## src/rtl/controlador_de_clock.sv

```systemverilog
// -----------------------------------------------------------------------------
// controlador_de_clock
//
// Clock-enable controller placed between the board-clock divider and the
// processor core. Everything runs on clockPlaca; the processor advances one
// step for every cycle in which habilitaClock is high.
//
// Modes:
//   PASSO (00) single-step: one enable pulse per debounced press of botaoPasso
//   EXEC  (01) free-running: one enable pulse per clockLento period
//   HALT  (10) halted on the processor's halt request until chaveModo = 0
//
// Ports:
//   clockPlaca      in   1               board clock (only clock)
//   resetPlaca      in   1               asynchronous reset, active low
//   botaoPasso      in   1               raw step pushbutton, 1 = pressed
//   chaveModo       in   1               raw mode switch, 0 = step, 1 = run
//   halt            in   1               synchronous halt request (level)
//   habilitaClock   out  1               one-cycle processor enable
//   clockLento      out  1               square wave, period 2*(DIVISOR+1)
//   estado          out  2               FSM state for LEDs
//   contadorPassos  out  LARGURA_PASSOS  number of enable pulses issued
//
// Build option:
//   CONTADOR_PASSOS_EN  when defined, the step counter is built; otherwise
//                       contadorPassos is tied to zero.
// -----------------------------------------------------------------------------
module controlador_de_clock #(
    parameter int DIVISOR         = 100,
    parameter int DEBOUNCE_CYCLES = 50000,
    parameter int LARGURA_PASSOS  = 16
) (
    input  logic                      clockPlaca,
    input  logic                      resetPlaca,
    input  logic                      botaoPasso,
    input  logic                      chaveModo,
    input  logic                      halt,
    output logic                      habilitaClock,
    output logic                      clockLento,
    output logic [1:0]                estado,
    output logic [LARGURA_PASSOS-1:0] contadorPassos
);

    // Divider counter covers the whole legal DIVISOR range.
    localparam int                DIV_W  = 24;
    localparam logic [DIV_W-1:0] DIV_TC = DIV_W'(DIVISOR);

    // Debounce counter must be able to hold DEBOUNCE_CYCLES itself.
    localparam int                DEB_W  = (DEBOUNCE_CYCLES < 1) ? 1 : $clog2(DEBOUNCE_CYCLES + 1);
    localparam logic [DEB_W-1:0] DEB_TC = DEB_W'(DEBOUNCE_CYCLES);

    typedef enum logic [1:0] {
        PASSO = 2'b00,
        EXEC  = 2'b01,
        HALT  = 2'b10
    } estado_t;

    // ---------------------------------------------------------------------
    // Declarations
    // ---------------------------------------------------------------------
    logic [DIV_W-1:0] contador_div_r;
    logic             clock_lento_r;
    logic             tick_s;
    logic             sobe_lento_s;

    logic [1:0]       botao_sinc_r;
    logic [1:0]       modo_sinc_r;
    logic             botao_s;
    logic             modo_s;

    logic [DEB_W-1:0] contador_deb_r;
    logic             nivel_deb_r;
    logic             nivel_deb_ant_r;
    logic             pedido_s;

    estado_t          estado_r;
    logic             habilita_r;

    // ---------------------------------------------------------------------
    // Free-running divider
    // ---------------------------------------------------------------------
    assign tick_s       = (contador_div_r == DIV_TC);
    // A tick that is about to drive clockLento from 0 to 1.
    assign sobe_lento_s = tick_s & ~clock_lento_r;

    // Divider counter and slow square wave; runs in every FSM state.
    always_ff @(posedge clockPlaca or negedge resetPlaca) begin
        if (!resetPlaca) begin
            contador_div_r <= {DIV_W{1'b0}};
            clock_lento_r  <= 1'b0;
        end else if (tick_s) begin
            contador_div_r <= {DIV_W{1'b0}};
            clock_lento_r  <= ~clock_lento_r;
        end else begin
            contador_div_r <= contador_div_r + DIV_W'(1);
            clock_lento_r  <= clock_lento_r;
        end
    end

    // ---------------------------------------------------------------------
    // Input synchronizers (two flops each)
    // ---------------------------------------------------------------------
    // Bring the asynchronous button and mode switch into the clock domain.
    always_ff @(posedge clockPlaca or negedge resetPlaca) begin
        if (!resetPlaca) begin
            botao_sinc_r <= 2'b00;
            modo_sinc_r  <= 2'b00;
        end else begin
            botao_sinc_r <= {botao_sinc_r[0], botaoPasso};
            modo_sinc_r  <= {modo_sinc_r[0], chaveModo};
        end
    end

    assign botao_s = botao_sinc_r[1];
    // The mode switch is a slow manual control and is used without debounce.
    assign modo_s  = modo_sinc_r[1];

    // ---------------------------------------------------------------------
    // Button debounce
    // ---------------------------------------------------------------------
    // The counter measures how long the synchronized button has disagreed
    // with the accepted level; any agreeing sample restarts the measurement,
    // so a bounce back to the old level discards the partial count.
    always_ff @(posedge clockPlaca or negedge resetPlaca) begin
        if (!resetPlaca) begin
            contador_deb_r <= {DEB_W{1'b0}};
            nivel_deb_r    <= 1'b0;
        end else if (botao_s == nivel_deb_r) begin
            contador_deb_r <= {DEB_W{1'b0}};
            nivel_deb_r    <= nivel_deb_r;
        end else if (contador_deb_r == DEB_TC) begin
            contador_deb_r <= {DEB_W{1'b0}};
            nivel_deb_r    <= botao_s;
        end else begin
            contador_deb_r <= contador_deb_r + DEB_W'(1);
            nivel_deb_r    <= nivel_deb_r;
        end
    end

    // Previous debounced level, used for rising-edge detection.
    always_ff @(posedge clockPlaca or negedge resetPlaca) begin
        if (!resetPlaca) begin
            nivel_deb_ant_r <= 1'b0;
        end else begin
            nivel_deb_ant_r <= nivel_deb_r;
        end
    end

    // One-cycle step request on each accepted press. It is not stored: if
    // the FSM cannot use it on this cycle it is lost.
    assign pedido_s = nivel_deb_r & ~nivel_deb_ant_r;

    // ---------------------------------------------------------------------
    // Mode FSM with registered enable
    // ---------------------------------------------------------------------
    // The enable is cleared by default every cycle, so it can only ever be a
    // single cycle wide, and no pulse is issued on a state transition.
    always_ff @(posedge clockPlaca or negedge resetPlaca) begin
        if (!resetPlaca) begin
            estado_r   <= PASSO;
            habilita_r <= 1'b0;
        end else begin
            habilita_r <= 1'b0;
            case (estado_r)
                PASSO: begin
                    if (modo_s) begin
                        estado_r <= EXEC;
                    end else if (pedido_s && !halt) begin
                        estado_r   <= PASSO;
                        habilita_r <= 1'b1;
                    end else begin
                        estado_r <= PASSO;
                    end
                end
                EXEC: begin
                    // Mode switch outranks halt, halt outranks the tick.
                    if (!modo_s) begin
                        estado_r <= PASSO;
                    end else if (halt) begin
                        estado_r <= HALT;
                    end else if (sobe_lento_s) begin
                        estado_r   <= EXEC;
                        habilita_r <= 1'b1;
                    end else begin
                        estado_r <= EXEC;
                    end
                end
                HALT: begin
                    if (!modo_s) begin
                        estado_r <= PASSO;
                    end else begin
                        estado_r <= HALT;
                    end
                end
                default: begin
                    estado_r <= PASSO;
                end
            endcase
        end
    end

    assign habilitaClock = habilita_r;
    assign clockLento    = clock_lento_r;
    assign estado        = estado_r;

    // ---------------------------------------------------------------------
    // Step counter
    // ---------------------------------------------------------------------
`ifdef CONTADOR_PASSOS_EN
    logic [LARGURA_PASSOS-1:0] contador_passos_r;

    // Count issued enable pulses; wraps naturally at all-ones.
    always_ff @(posedge clockPlaca or negedge resetPlaca) begin
        if (!resetPlaca) begin
            contador_passos_r <= {LARGURA_PASSOS{1'b0}};
        end else if (habilita_r) begin
            contador_passos_r <= contador_passos_r + LARGURA_PASSOS'(1);
        end else begin
            contador_passos_r <= contador_passos_r;
        end
    end

    assign contadorPassos = contador_passos_r;
`else
    assign contadorPassos = {LARGURA_PASSOS{1'b0}};
`endif

endmodule

```

## config.mk

```make
export PLATFORM = sky130hd
export DESIGN_NAME = controlador_de_clock
export DESIGN_NICKNAME = d
export VERILOG_FILES = /design/src/rtl/controlador_de_clock.sv
export SDC_FILE = /design/constraint.sdc
export NUM_CORES = 1
export LEC_CHECK = 0
export CORE_MARGIN = 1
export CORE_UTILIZATION = 35
export CTS_BUF_LIST = sky130_fd_sc_hd__clkbuf_16
export CTS_CLUSTER_SIZE = 16
export DETAILED_ROUTE_END_ITERATION = 8
export GPL_ROUTABILITY_DRIVEN = 0
export GPL_TIMING_DRIVEN = 1
export SLEW_MARGIN = 20
export SYNTH_ARGS = -nofsm -noshare
export SYNTH_HDL_FRONTEND = slang
export SYNTH_SLANG_ARGS = --single-unit
```

## constraint.sdc

```tcl
create_clock -name clockPlaca -period 2 [get_ports clockPlaca]
set_clock_uncertainty 0.15 [all_clocks]
set_input_delay 0.3 -clock clockPlaca [delete_from_list [all_inputs] [get_ports clockPlaca]]
set_output_delay 0.3 -clock clockPlaca [all_outputs]
set_load 0.03 [all_outputs]
```

==> impl_metrics.env, run 1 <==
export IMPL_worstSetupStartpoint="contador_div_r[4]"
export IMPL_period_share=0.961
export IMPL_synth_edf_count=0
export IMPL_crit_cells=4
export IMPL_startpoint_type="flop"
export IMPL_syn_area_um2=2430
export IMPL_timing_critical_path_to="contador_div_r[0]"
export IMPL_worst_slack_ns=0.0784
export IMPL_area_growth_pct=15.8
export IMPL_routed_via_density=4.93
export IMPL_cts_tree="done"
export IMPL_seq_area_frac_synth=0.515
export IMPL_num_io_pins=25
export IMPL_start_util=0.372
export IMPL_synth_top_area_cell="dfrtp_1"
export IMPL_clk_pin_slew_ns=0.06
export IMPL_rsz0062_at_grt="no"
export IMPL_place_ws_ns=0.0795
export IMPL_synth_compound_area_frac=0.0149
export IMPL_dr_total_vias=1658
export IMPL_cts_sinks=50
export IMPL_dpl_hpwl_um=3040
export IMPL_core_um2=6530
export IMPL_maxSlewHeadroom=0.632
export IMPL_syn_area_per_cell_um2=10.6
export IMPL_regToRegStartpoint="contador_div_r[4]"
export IMPL_htreeDepth=2
export IMPL_critPathSlowestCell="or4_1"
export IMPL_p_leak_nw=1.24
export IMPL_dpl_cell_count=327
export IMPL_antenna_cells=0
export IMPL_cellPowerDensity_nw_per_um2=695
export IMPL_path_buf_inv=1
export IMPL_syn_instance_count=228
export IMPL_hold_viol=0
export IMPL_max_stage_delay_ns=0.59
export IMPL_cp_required_ns=2.02
export IMPL_synth_distinct_cells=38
export IMPL_rows=29
export IMPL_synthArstFlopShare=1.00
export IMPL_drt_total_wl_um=4330
export IMPL_critPathArrivalTime_ns=1.94
export IMPL_cp_end_kind="flop"
export IMPL_post_drt_wl_per_cell_um=12.9
export IMPL_drtIter0Drc=73
export IMPL_grt_usage=0.128
export IMPL_path_max_fanout=5
export IMPL_cts_root_buf="clkbuf_16"
export IMPL_maxCapViolations=0
export IMPL_whs_ns=0.199
export IMPL_drive_above_1_share=0.124
export IMPL_final_nets=267
export IMPL_yosysMostFrequentCell="dfrtp_1"
export IMPL_cp_top_family="simple AND/OR/NAND/NOR gates"
export IMPL_die_area_um2=7270
export IMPL_tightest_slew_ns=0.552
export IMPL_synthMuxAreaShare=0.00876
export IMPL_synth_area_leaders="dfrtp_1, xnor2_1, buf_4"
export IMPL_portBuffers=8
export IMPL_synth_fa_ha_area_frac=0.0206
export IMPL_min_period_ns=1.92
export IMPL_grt_first_pass_wirelength_um=7310
export IMPL_synth_top_family_by_area="simple AND/OR/NAND/NOR gates"
export IMPL_clockBufferDepth=2
export IMPL_cp_cell_sequence="or4_1, nor4_4, buf_4, nor2_1"
export IMPL_clkLatencyLatePin_ns=0.28
export IMPL_fin_cells=336
export IMPL_netlist_area_leader_share=0.515
export IMPL_dieHeight_um=85.3
export IMPL_synth_seq_cells=50
export IMPL_route_detailed_drc=0
export IMPL_status="completed"
export IMPL_worstSetupPathType="reg -> reg"
export IMPL_r2r_end="contador_div_r[0]"
export IMPL_synth_xor_area_frac=0.126
export IMPL_peakVddDrop_mv=0.334
export IMPL_antenna_left=0
export IMPL_synth_common_cells="dfrtp_1, nor2_1, xnor2_1, nand3_1, buf_4"
export IMPL_dr_pass1_iters=4
export IMPL_fp_dieW_um=85.3
export IMPL_hp_class="reg -> reg"
export IMPL_ys_warn_count=0
export IMPL_drv_slew=0
export IMPL_r2r_slack_ns=0.08
export IMPL_grt_ovfl_total=0
export IMPL_ys_flop_type="dfrtp_1"
export IMPL_setup_viol=0
export IMPL_grt_pass1_vias=1530
export IMPL_setup_tns_final_ns=0
export IMPL_fmax_mhz=520
export IMPL_antenna_found_initial=0
export IMPL_cts_buffers=5
export IMPL_synth_simple_gate_area_frac=0.237
export IMPL_r2r_cells=4
export IMPL_grt_start_max_net_pins=30
==> repair_timing <==
| action | CTS | global route |
|---|---|---|
| endpoints found under the hold margin | 21 | 0 |
| gates resized for setup | 0 | 2 |
| hold buffers | 1 | 0 |
| buffers inserted | 0 | 0 |
| setup endpoints to repair | 0 | 12 |
==> sequential cells by signal, indices dropped and copies added (netlist names) <==
signal / flops
contador_deb_r: 16
nivel_deb_ant_r: 1
habilitaClock: 1
botao_sinc_r: 2
contador_div_r: 24
nivel_deb_r: 1
modo_sinc_r: 2
estado: 2
clockLento: 1
==> routing by layer <==
metal	vias up	track usage	routed length (um)
li1	810	-	-
met3	9	0.0292	130
met1	812	0.177	2130
met4	0	0.0530	76
met2	27	0.192	2000
met5	-	0	0
==> worst min-delay path by stage <==
| stage | slack [ns] | start | depth (start not counted) | to |
|---|---|---|---|---|
| after global placement | 0.16 | resetPlaca | 1 | contador_deb_r[14] |
| after CTS | 0.20 | modo_sinc_r[0] | 0 | modo_sinc_r[1] |
| after detailed placement | 0.16 | resetPlaca | 1 | contador_deb_r[15] |
| after floorplan | -0.15 | resetPlaca | 0 | botao_sinc_r[0] |
| final | 0.20 | modo_sinc_r[0] | 0 | modo_sinc_r[1] |
| after global routing | 0.21 | botao_sinc_r[0] | 0 | botao_sinc_r[1] |
==> cells in the final DEF, fill, tap and decap left out, types with 2 or more instances in the layout <==
cell	synthesis	layout
nor3_1	4	4
or4_1	3	3
or2_2	2	2
xor2_1	10	10
nand2_1	11	11
nand4_1	11	11
buf_4	16	16
or3b_2	2	2
nand3_1	18	18
inv_1	10	11
xnor2_1	25	25
conb_1	1	16
and3_1	3	3
clkbuf_16	0	5
dfrtp_1	50	50
nand4b_1	2	2
nor4_1	9	9
nor2_1	26	26
nor4_4	1	2
ha_1	4	4
clkdlybuf4s50_1	0	7
and4_1	2	2
==> final cells by class <==
cell class,instances,area [um^2]
sequential,50,1250
multi-input combinational,165,1060
clock buffer,5,125
timing repair buffer,26,225
fill,631,3720
inverter,10,37.5
tap,77,96.3
clock inverter,3,12.5
==> kinds of logic after synthesis <==
logic type / after synthesis
simple gates: 103
xor+xnor: 35
buf+inv: 28
flops: 50
mux: 2
compound gates: 5
fa+ha+maj: 4
other cells: 1
==> worst register-to-register path: cells and delay by family, from the launching register on <==
family	cells	cell delay, ns
AND/OR/NAND/NOR	3	1.02
flip-flops	1	0.43
buffers and inverters	1	0.21
==> where the power goes <==
group | total (mW) | switching [mW] | internal [mW]
sequential | 1.04 | 0.0117 | 1.02
combinational | 0.120 | 0.0877 | 0.0327
clock | 0.799 | 0.346 | 0.453
==> per-stage QoR <==
step | utilization | power [mW] | cell area [um^2]
4_1_cts | 0.428 | 1.98 | 2800
3_3_place_gp | 0.406 | 1.17 | 2650
6_report | 0.430 | 1.95 | 2810
3_5_place_dp | 0.406 | 1.17 | 2650
2_1_floorplan | - | 1.15 | 2480
5_1_grt | 0.430 | 2.04 | 2810
Note: power is estimated with default switching activity, not from simulation.
==> inputs of run 2 (changes only) <==
==> constraint.sdc (replaced) <==
create_clock -name clockPlaca -period 2 [get_ports clockPlaca]
set_clock_uncertainty 0.15 [all_clocks]
set_input_delay 0.2 -clock clockPlaca [delete_from_list [all_inputs] [get_ports clockPlaca]]
set_output_delay 0.2 -clock clockPlaca [all_outputs]
set_load 0.03 [all_outputs]
==> run 2 against run 1 <==
  * Flip-flop and latch count is the same
  * Count of clock-buffer cells in the layout unchanged
  * Utilization increased by 0.27 points
  * Setup slack improved by 0.028 ns
  * Wire length decreased by 3.3%
  * Cell count is 0.30% higher
  * Sequential share of layout area shrank 0.28 points
  * First-iteration DRC count is 25% lower
  * Via count is 2.0% lower
  * Non-clock buffer count up 1
  * Die area unchanged
  * Combinational power is essentially flat
==> impl_metrics.env, run 2 (synthesis gave the netlist of run 1 again) <==
export IMPL_grt_start_max_net_pins=30
export IMPL_peakVddDrop_mv=0.392
export IMPL_grt_pass1_vias=1641
export IMPL_drt_total_wl_um=4180
export IMPL_cts_tree="done"
export IMPL_antenna_cells=0
export IMPL_cellPowerDensity_nw_per_um2=698
export IMPL_portBuffers=8
export IMPL_grt_usage=0.128
export IMPL_grt_ovfl_total=0
export IMPL_cts_buffers=5
export IMPL_critPathArrivalTime_ns=1.93
export IMPL_clk_pin_slew_ns=0.07
export IMPL_clkLatencyLatePin_ns=0.29
export IMPL_die_area_um2=7270
export IMPL_fmax_mhz=528
export IMPL_dieHeight_um=85.3
export IMPL_period_share=0.947
export IMPL_reg_top3="contador_div_r (24), contador_deb_r (16)"
export IMPL_regMostFlops="contador_div_r"
export IMPL_cp_end_kind="flop"
export IMPL_p_leak_nw=1.25
export IMPL_grt_first_pass_wirelength_um=7250
export IMPL_rsz0062_at_grt="no"
export IMPL_cp_required_ns=2.03
export IMPL_tightest_slew_ns=0.517
export IMPL_startpoint_type="flop"
export IMPL_setup_tns_final_ns=0
export IMPL_route_detailed_drc=0
export IMPL_worstSetupStartpoint="contador_div_r[4]"
export IMPL_final_area_um2=2830
export IMPL_postLayoutCoreUtil=0.433
export IMPL_area_growth_pct=16.5
export IMPL_fp_dieW_um=85.3
export IMPL_num_io_pins=25
export IMPL_setup_viol=0
export IMPL_cts_sinks=50
export IMPL_dr_pass1_iters=4
export IMPL_largest_reg_flops=24
export IMPL_antenna_left=0
export IMPL_final_nets=268
export IMPL_final_common_cell="dfrtp_1"
export IMPL_holdCritStartpoint="botaoPasso"
export IMPL_final_cell_mix="dfrtp_1, nor2_1, xnor2_1, nand3_1"
export IMPL_dr_total_vias=1625
export IMPL_maxCapViolations=0
export IMPL_rows=29
export IMPL_post_drt_wl_per_cell_um=12.4
export IMPL_fill_cells=635
export IMPL_drive_above_1_share=0.123
export IMPL_start_util=0.372
export IMPL_drv_slew=0
export IMPL_clockBufferDepth=2
export IMPL_worstSetupPathType="reg -> reg"
export IMPL_status="completed"
export IMPL_core_um2=6530
export IMPL_regArea_um2=1250
export IMPL_multi_input_area_um2=1060
export IMPL_hold_viol=0
export IMPL_htreeDepth=2
export IMPL_antenna_found_initial=0
export IMPL_placed_area_um2=2660
export IMPL_min_period_ns=1.89
export IMPL_routed_via_density=4.82
export IMPL_maxSlewHeadroom=0.655
export IMPL_drtIter0Drc=55
export IMPL_path_max_fanout=5
export IMPL_dpl_hpwl_um=3040
export IMPL_cts_root_buf="clkbuf_16"
export IMPL_regToRegStartpoint="contador_div_r[4]"
export IMPL_hp_class="in -> reg"
## run 2: changes by cell type in the layout (fill, tap and decap cells not counted), sizes merged
cell,previous run,this run
inv,11,10
clkinv,2,3
buf,18,19
## run 2: final timing paths
path,cells past startpoint,slack (ns),endpoint
setup / recovery,5,0.11,contador_div_r[3]
hold / removal,1,0.19,botao_sinc_r[0]
setup reg to reg,5,0.11,contador_div_r[3]
hold reg to reg,0,0.20,modo_sinc_r[1]
max in group asynchronous,3,0.91,contador_div_r[14]
min in group asynchronous,2,0.26,contador_deb_r[14]
## run 2: power by group
group	internal [mW]	switching, mW	total, mW	leakage [nW]
Combinational	0.0337	0.0859	0.120	0.509
Clock	0.457	0.363	0.820	0.0689
Sequential	1.02	0.0119	1.04	0.670
## run 2: layer usage
metal / track usage / up-vias / wire length (um)
met5: 0 / - / 0
met4: 0.0727 / 0 / 111
met3: 0.0263 / 13 / 94
met2: 0.210 / 20 / 1900
met1: 0.157 / 779 / 2080
li1: - / 813 / -
## run 2: timing repair
item	4_1_cts	5_1_grt
endpoints found under the hold margin	21	0
setup buffers	0	1
resized for setup	0	1
setup endpoints to repair	0	19
hold buffers	1	0
## run 2: per-stage QoR
| step | setup slack, ns | hold WS (ns) | total power [mW] | instances |
|---|---|---|---|---|
| 6_report | 0.106 | 0.193 | 1.97 | 337 |
| 5_1_grt | 0.00944 | 0.179 | 2.06 | 337 |
| 4_1_cts | 0.0532 | 0.187 | 2.00 | 336 |
| 3_5_place_dp | 0.0564 | 0.0567 | 1.17 | 327 |
| 3_3_place_gp | 0.0793 | 0.0459 | 1.17 | 327 |
| 2_1_floorplan | 0.0785 | -0.246 | 1.15 | 243 |
## run 2: critical path, stage by stage (launching register included)
cell and delay (ns):
dfrtp_1 0.43, or4_1 0.59, nor4_4 0.26, buf_4 0.18, buf_4 0.13, nor2_1 0.04
## run 2: area by class of cell
class,instances,share of cell area
Multi-Input combinational cell,165,0.374
Clock buffer,5,0.0442
Timing Repair Buffer,27,0.0867
Clock inverter,3,0.00575
Tap cell,77,0.0341
Sequential cell,50,0.442
Inverter,10,0.0133
